<file path="config.mk">
export PLATFORM = sky130hd
export DESIGN_NAME = serial_frame_tx_flat
export DESIGN_NICKNAME = d
export VERILOG_FILES = /design/src/rtl/serial_frame_pkg.sv /design/src/rtl/serial_frame_tx_if.sv /design/src/rtl/serial_frame_tx_bit_tick_gen.sv /design/src/rtl/serial_frame_tx.sv /design/src/flat_wrapper.sv
export SDC_FILE = /design/constraint.sdc
export NUM_CORES = 1
export LEC_CHECK = 0
export ABC_AREA = 1
export ABC_CLOCK_PERIOD_IN_PS = 3000
export CORE_MARGIN = 10
export CORE_UTILIZATION = 40
export CTS_CLUSTER_SIZE = 20
export DETAILED_ROUTE_END_ITERATION = 10
export GPL_TIMING_DRIVEN = 0
export PLACE_DENSITY = 0.69
export SLEW_MARGIN = 5
export SYNTH_ARGS = -nofsm -noshare
export SYNTH_HDL_FRONTEND = slang
export SYNTH_SLANG_ARGS = --single-unit
</file>
<file path="constraint.sdc">
create_clock -name clk -period 3 [get_ports clk]
set_input_delay 0.6 -clock clk [delete_from_list [all_inputs] [get_ports clk]]
set_output_delay 0.6 -clock clk [all_outputs]
set_load 0.01 [all_outputs]
</file>
<file path="src/rtl/serial_frame_pkg.sv">
// Shared definitions for the start-nibble serial link.
// The transmitter and the start-detect receiver both import this package.
package serial_frame_pkg;

  typedef enum logic [1:0] {
    IDLE,
    START,
    DATA,
    STOP
  } tx_state_t;

  localparam logic LINE_IDLE = 1'b1;
  localparam logic START_BIT = 1'b0;
  localparam logic STOP_BIT  = 1'b1;
  localparam int   START_LEN = 4;

endpackage

</file>
<file path="src/rtl/serial_frame_tx_if.sv">
// Parallel-side handshake and serial-side line for the frame transmitter.
interface serial_frame_tx_if #(
  parameter int DATA_W = 8
);

  logic [DATA_W-1:0] data_in;
  logic              valid;
  logic              ready;
  logic              sOut;
  logic              busy;

  modport master (
    output data_in,
    output valid,
    input  ready,
    input  sOut,
    input  busy
  );

  modport slave (
    input  data_in,
    input  valid,
    output ready,
    output sOut,
    output busy
  );

endinterface

</file>
<file path="src/rtl/serial_frame_tx_bit_tick_gen.sv">
// Bit-time divider: while enabled, pulses tick on the last clk of every bit.
module bit_tick_gen #(
  parameter int CLKS_PER_BIT = 1
) (
  input  logic clk,
  input  logic rst,
  input  logic en,
  output logic tick
);

  localparam int TICK_W = (CLKS_PER_BIT > 1) ? $clog2(CLKS_PER_BIT) : 1;
  localparam logic [TICK_W-1:0] LAST_TICK = TICK_W'(CLKS_PER_BIT - 1);

  logic [TICK_W-1:0] tick_cnt;

  assign tick = en && (tick_cnt == LAST_TICK);

  // Held at zero while disabled so the first bit of a frame gets full length
  always_ff @(posedge clk) begin
    if (!rst || !en || tick) begin
      tick_cnt <= '0;
    end else begin
      tick_cnt <= tick_cnt + 1'b1;
    end
  end

endmodule

</file>
<file path="src/rtl/serial_frame_tx.sv">
// Serial frame transmitter: start nibble of zeros, LSB-first payload, stop ones.
// Back-to-back frames are accepted in the last cycle of the previous stop bit.
module serial_frame_tx #(
  parameter int DATA_W       = 8,
  parameter int START_LEN    = serial_frame_pkg::START_LEN,
  parameter int STOP_LEN     = 2,
  parameter int CLKS_PER_BIT = 1
) (
  input logic              clk,
  input logic              rst,
  serial_frame_tx_if.slave tx
);

  import serial_frame_pkg::*;

  localparam int MAX_LEN_A = (START_LEN > DATA_W) ? START_LEN : DATA_W;
  localparam int MAX_LEN   = (MAX_LEN_A > STOP_LEN) ? MAX_LEN_A : STOP_LEN;
  localparam int BIT_W     = (MAX_LEN > 1) ? $clog2(MAX_LEN) : 1;

  localparam logic [BIT_W-1:0] START_LAST = BIT_W'(START_LEN - 1);
  localparam logic [BIT_W-1:0] DATA_LAST  = BIT_W'(DATA_W - 1);
  localparam logic [BIT_W-1:0] STOP_LAST  = BIT_W'(STOP_LEN - 1);

  tx_state_t         state, state_n;
  logic [BIT_W-1:0]  bit_cnt, bit_n;
  logic [DATA_W-1:0] shreg, sh_n;
  logic              sout_q, sout_n;
  logic              ready_c;
  logic              tick;

  bit_tick_gen #(
    .CLKS_PER_BIT(CLKS_PER_BIT)
  ) u_tick (
    .clk (clk),
    .rst (rst),
    .en  (state != IDLE),
    .tick(tick)
  );

  always_ff @(posedge clk) begin
    if (!rst) begin
      state   <= IDLE;
      bit_cnt <= '0;
      shreg   <= '0;
      sout_q  <= LINE_IDLE;
    end else begin
      state   <= state_n;
      bit_cnt <= bit_n;
      shreg   <= sh_n;
      sout_q  <= sout_n;
    end
  end

  // sOut is registered from the next state so the line changes with the state
  always_comb begin
    state_n = state;
    bit_n   = bit_cnt;
    sh_n    = shreg;
    ready_c = 1'b0;
    sout_n  = LINE_IDLE;

    case (state)
      IDLE: begin
        ready_c = 1'b1;
        if (tx.valid) begin
          state_n = START;
          bit_n   = '0;
          sh_n    = tx.data_in;
        end
      end
      START: begin
        if (tick) begin
          if (bit_cnt == START_LAST) begin
            state_n = DATA;
            bit_n   = '0;
          end else begin
            bit_n = bit_cnt + 1'b1;
          end
        end
      end
      DATA: begin
        if (tick) begin
          sh_n = shreg >> 1;
          if (bit_cnt == DATA_LAST) begin
            state_n = STOP;
            bit_n   = '0;
          end else begin
            bit_n = bit_cnt + 1'b1;
          end
        end
      end
      STOP: begin
        if (tick) begin
          if (bit_cnt == STOP_LAST) begin
            ready_c = 1'b1;
            bit_n   = '0;
            if (tx.valid) begin
              state_n = START;
              sh_n    = tx.data_in;
            end else begin
              state_n = IDLE;
            end
          end else begin
            bit_n = bit_cnt + 1'b1;
          end
        end
      end
      default: begin
        state_n = IDLE;
        bit_n   = '0;
      end
    endcase

    case (state_n)
      IDLE:    sout_n = LINE_IDLE;
      START:   sout_n = START_BIT;
      DATA:    sout_n = sh_n[0];
      STOP:    sout_n = STOP_BIT;
      default: sout_n = LINE_IDLE;
    endcase
  end

  assign tx.ready = ready_c;
  assign tx.sOut  = sout_q;
  assign tx.busy  = (state != IDLE);

endmodule

</file>
<file path="src/flat_wrapper.sv">
// flat-port wrapper written by rule: the top's interface ports become plain ports
module serial_frame_tx_flat import serial_frame_pkg::*;
#(
  parameter int DATA_W       = 8,
  parameter int START_LEN    = serial_frame_pkg::START_LEN,
  parameter int STOP_LEN     = 2,
  parameter int CLKS_PER_BIT = 1
)
  (clk, rst, tx_data_in, tx_valid, tx_ready, tx_sOut, tx_busy);
  serial_frame_tx_if #(.DATA_W(DATA_W)) tx_i ();
  input logic clk;
  input logic rst;
  input wire logic [$bits(tx_i.data_in)-1:0] tx_data_in;
  input wire logic [$bits(tx_i.valid)-1:0] tx_valid;
  output wire logic [$bits(tx_i.ready)-1:0] tx_ready;
  output wire logic [$bits(tx_i.sOut)-1:0] tx_sOut;
  output wire logic [$bits(tx_i.busy)-1:0] tx_busy;
  assign tx_i.data_in = tx_data_in;
  assign tx_i.valid = tx_valid;
  assign tx_ready = tx_i.ready;
  assign tx_sOut = tx_i.sOut;
  assign tx_busy = tx_i.busy;
  serial_frame_tx #(.DATA_W(DATA_W), .START_LEN(START_LEN), .STOP_LEN(STOP_LEN), .CLKS_PER_BIT(CLKS_PER_BIT)) u_core (.clk(clk), .rst(rst), .tx(tx_i));
endmodule
</file>
# After elaboration in Yosys (flattened, before gate mapping)
# Index checks and enable logic that the tools add are counted.
# totals
reg_bits	15
output_inout_bits	3
# classes
add_sub_neg	2
n_mux	26
n_eq_ne	14
n_reduce_logical	12
n_bitwise	1
# op_table
cell	count
$mux 8	4
$pmux 8 s3	1
$mux 3	7
$mux 2	7
$pmux 3 s4	1
$eq 2x2->1 const B	4
$ne 2x2->1 const B	4
$pmux 2 s4	1
$reduce_and 4->1	2
$eq 2x1->1 const B	2
$logic_not 2->1	2
$add 3x1->3 const B	1
$eq 3x1->1 const B	1
$eq 3x2->1 const B	1
$eq 3x3->1 const B	1
$mux 1	3
$pmux 1 s3	1
$reduce_bool 3->1	1
$logic_not 1->1	2
$logic_or 1x1->1	2
$ne 2x1->1 const B	1
$pmux 1 s2	1
$reduce_bool 2->1	1
$reduce_or 2->1	1
3 further kinds	3

# Depth between registers and ports, before layout
# Gate-level depths: netlist of run 1.
# depth
ltp_word	7
depth_mapped	14
ltp_nobuf	14

# By module
# From an unflattened synthesis of run 1, not the netlist that was laid out.
# unflattened
hier_cells	171
area_unflattened_um2	1104.8
# by_module_without_submodules
module	area_per_inst_um2	n_inst	cells_each
serial_frame_tx	1071.0	1	167
bit_tick_gen	33.8	1	4

# Worst setup path before layout of run 1
# OpenSTA, ideal clock, no wires.
# synth_timing
path_kind	reg-to-reg
startpoint	register u_core.state[0]
endpoint	register u_core.sout_q, in the netlist u_core.tx.sOut
arrival_time_ns	1.816
setup_time_ns	0.112
synth_period_minus_slack_ns	1.928
required_ns	2.888
stages_incl_launch_ff	14
path_slack_ns	1.072
cell_sequence	dfxtp_1 > inv_1 > ha_1 > nor2_4 > nand2_1 > nand2_1 > o211ai_1 > o211ai_1 > nand2_1 > ha_1 > inv_1 > nand2_1 > nand2_1 > nand2_1
# synth_between
elab_chain_cells	7
elab_cells_between_ends	23
classes_between	6 x eq/ne; 12 x mux; 5 x reduce/logical
# synth_rtl
item	line_no	rtl
start, declared	serial_frame_tx.sv:24	tx_state_t state, state_n;
start signal, assigned	serial_frame_tx.sv:47	state <= state_n;
$reduce_bool 2->1	serial_frame_tx.sv:36	.en (state != IDLE),
$logic_and 1x1->1	serial_frame_tx_bit_tick_gen.sv:16	assign tick = en && (tick_cnt == LAST_TICK);
$mux 2, on equally long branches	serial_frame_tx.sv:93, serial_frame_tx.sv:72, serial_frame_tx.sv:82	
$pmux 2 s4	serial_frame_tx.sv:62	case (state)
$eq 2x2->1 or $logic_not 2->1 (tied branches)	serial_frame_tx.sv:114	case (state_n)
$reduce_or 2->1 (no line)	n/a	
$pmux 1 s3 (*)	serial_frame_tx.sv:114	
end signal, assigned	serial_frame_tx.sv:50	sout_q <= sout_n;
end, declared	serial_frame_tx.sv:27	logic sout_q, sout_n;
# Every way passes the cells marked *; elsewhere a longest branch is shown, timed or not. The select of a mux whose other input is x is not followed.
# A chain may end at the register's enable or synchronous reset.

# Worst setup path in the final report of run 1
# layout_timing
startpoint	register u_core.state[0]
endpoint	output tx_ready
# layout_between
elab_chain_cells	4
elab_cells_between_ends	6
classes_between	1 x eq/ne; 2 x mux; 3 x reduce/logical
# layout_rtl
item	line_no	rtl
$reduce_bool 2->1	serial_frame_tx.sv:36	
$logic_and 1x1->1	serial_frame_tx_bit_tick_gen.sv:16	
$mux 1	serial_frame_tx.sv:93	if (tick) begin
$pmux 1 s2 (*)	serial_frame_tx.sv:62	
end, declared	flat_wrapper.sv:15	output wire logic [$bits(tx_i.ready)-1:0] tx_ready;
# Every way passes the cells marked *; elsewhere a longest branch is shown, timed or not.

==> metrics, run 1 <==
CTS resizes=0; Critical Path AT=2.16 ns; critical path startpoint category=flop; largest net degree at the start of global routing=11; Pre-antenna DRT Iters=6; drt via density=5.07; Die H=71.9 µm; leading cell types in the layout, fill and taps excluded=34 x nand2_1, 27 x inv_1, 20 x o21ai_0; FF+latch count, synth=15; register area share after synthesis=27.9%; Final Slew Violations=0; post-route minimum period=2.76 ns; nets=202; Pint=677 µW; antenna-violating nets left=0; setup TNS=0 ns; post-synthesis cell type count=26; Yosys warning total=0; most common cell after layout, fill and taps aside=nand2_1; Post-CTS Setup Bufs=0; clock share of power=8.8%; number of global-route vias before repair=1119; Area Growth Syn to Fin=17.3%; CTS tree=yes; final cycle utilization of the critical path=92.1%; logic gate share of total power=68.0%; CTS buffer count=3; Die X=71.9 µm; sw frac=48.9%; clk root buf=clkbuf_4; WL/cell=11.8 µm; Fmax=362 MHz; dpl hpwl=1970 µm; Final Util=50.1%; GP Congestion=0.876; I/O pin count=14; die area=5170 µm²; First DRT Iteration DRCs=31; Power Dens Cells=1050 nW/µm²; Leakage=0.000583 µW; final hold vios=0; worst vdd ir=0.000487 V; CTS hold repair buffers=0; Critical Path RT=2.40 ns; Synth Cell Area=1080 µm²; clk buf depth=2; diode count=0; Tot GR Track Use=9.66%; Worst Path Max Fanout=8; RSZ-0062 raised after global routing=false; layout cells sized above 1=6.70%; core outline area=2520 µm²; Finish-stage setup viols=0; Worst Hold Class=reg -> reg; Mean Syn Cell Area=6.61 µm²; crit end category=output port; port bufs=12; clock skew=0.00228 ns; Reg clk slew, reported paths=0.09 ns; Remaining DRCs=0; Starting Density=42.7%; FP Rows=18; Psw=649 µW; total congestion overflow=0; WS Path Type=reg -> out; CTS Sinks=15; max-cap violations=0; Sequential Power Share=23.2%; depth of the CTS H-tree=1; outcome=completed; Post-Syn Nets=185; Clk Latency, worst-skew pair=0.29 ns; initial antenna violation count=0; global-route wire length before repair=4230 µm; Gate Count Post-Synth=163; WL final=2460 µm; via count=1060
-- cell families (layout without fill, tap and decap cells) --
family | after synthesis | in the layout | share of synthesized area (%)
DFF | 15 | 15 | 27.9
buffers and inverters | 32 | 48 | 12.2
and+or+nand+nor | 65 | 65 | 27.2
AOI/OAI and AO/OA | 39 | 39 | 19.6
other | 1 | 1 | 0.348
adders and majority gates | 11 | 11 | 12.8
-- synthesized netlist by cell type --
| library cell | n | area (µm²) |
|---|---|---|
| nand3_4 | 1 | 17.5 |
| inv_1 | 27 | 101 |
| clkbuf_1 | 1 | 3.75 |
| conb_1 | 1 | 3.75 |
| o211ai_1 | 2 | 15.0 |
| buf_6 | 1 | 11.3 |
| dfxtp_1 | 15 | 300 |
| nor3_1 | 2 | 10.0 |
| a31oi_1 | 2 | 12.5 |
| a21oi_1 | 11 | 55.1 |
| buf_2 | 1 | 5.00 |
| o21ai_1 | 1 | 5.00 |
| and2_1 | 1 | 6.26 |
| o21ai_2 | 1 | 8.76 |
| nand2_4 | 1 | 11.3 |
| inv_2 | 1 | 3.75 |
| nand2_1 | 34 | 128 |
| o22ai_1 | 1 | 6.26 |
| nand4_1 | 2 | 12.5 |
| nand3_1 | 8 | 40.0 |
| nor2_4 | 1 | 11.3 |
| ha_1 | 11 | 138 |
| o21ai_0 | 20 | 100 |
| inv_4 | 1 | 6.26 |
| nor2_1 | 15 | 56.3 |
| o221ai_1 | 1 | 8.76 |
-- state kept, by name, summed over array words and instances, names as in the netlist --
signal	count
u_core.bit_cnt	3
u_core.state	2
u_core.shreg	8
u_core.tx.sOut	1
u_core.u_tick.tick_cnt	1
-- power by group through the flow --
| stage | Combinational (µW) | Clock [µW] | Sequential, µW |
|---|---|---|---|
| finish | 902 | 116 | 308 |
| global route | 1030 | 131 | 315 |
| CTS | 902 | 121 | 309 |
| detailed placement | 895 | 0 | 313 |
| global placement | 875 | 0 | 310 |
| floorplan | 666 | 0 | 306 |
-- path summary, 6_finish.rpt --
path	from	end	slack (ns)	cells past startpoint
worst max-delay path	u_core.state[0]	tx_ready	0.24	6
worst min-delay path	u_core.bit_cnt[1]	u_core.bit_cnt[1]	0.49	2
worst max register to register	u_core.state[0]	u_core.tx.sOut	0.88	13
worst min register to register	u_core.bit_cnt[1]	u_core.bit_cnt[1]	0.49	2
-- critical path, stage by stage (launching register included) --
cell	delay, ns
dfxtp_1	0.41
inv_1	0.11
ha_2	0.26
nor2_4	0.20
nand3_1	0.17
a21oi_1	0.17
clkdlybuf4s50_1	0.55
-- through the flow --
stage	worst slack (ns)	area [µm²]	hold slack [ns]	std cells	total power, µW
6_report	0.238	1260	0.489	209	1330
5_1_grt	0.0585	1260	0.531	209	1480
4_1_cts	0.143	1260	0.492	209	1330
3_5_place_dp	0.465	1230	0.478	205	1210
3_3_place_gp	0.467	1230	0.472	205	1180
2_1_floorplan	1.07	1080	0.461	163	972
-- layout make-up --
class | count | area, µm²
Clock buffer | 4 | 26.3
Buffer | 3 | 20.0
Tap cell | 30 | 37.5
Timing Repair Buffer | 12 | 120
Sequential cell | 15 | 300
Inverter | 29 | 111
Multi-Input combinational cell | 116 | 648
Fill cell | 277 | 1260
-- metal layers --
| layer | up-vias | part of all wire (%) | global-route usage [%] |
|---|---|---|---|
| met2 | 21 | 50 | 18.4 |
| met1 | 474 | 44 | 9.34 |
| met3 | 9 | 2.9 | 1.50 |
| met5 | - | 0 | 0 |
| met4 | 0 | 3.1 | 6.24 |
| li1 | 556 | - | - |
Note: power is estimated with default switching activity, not from simulation.
==> run 2: changes to the inputs <==
--- a/config.mk
+++ b/config.mk
@@ -7,6 +7,7 @@
 export LEC_CHECK = 0
 export ABC_AREA = 1
 export ABC_CLOCK_PERIOD_IN_PS = 3000
+export CAP_MARGIN = 20
 export CORE_MARGIN = 10
 export CORE_UTILIZATION = 40
 export CTS_CLUSTER_SIZE = 20
==> results of run 2 <==
The final DEF is identical to that of run 1; final timing and power are the same.
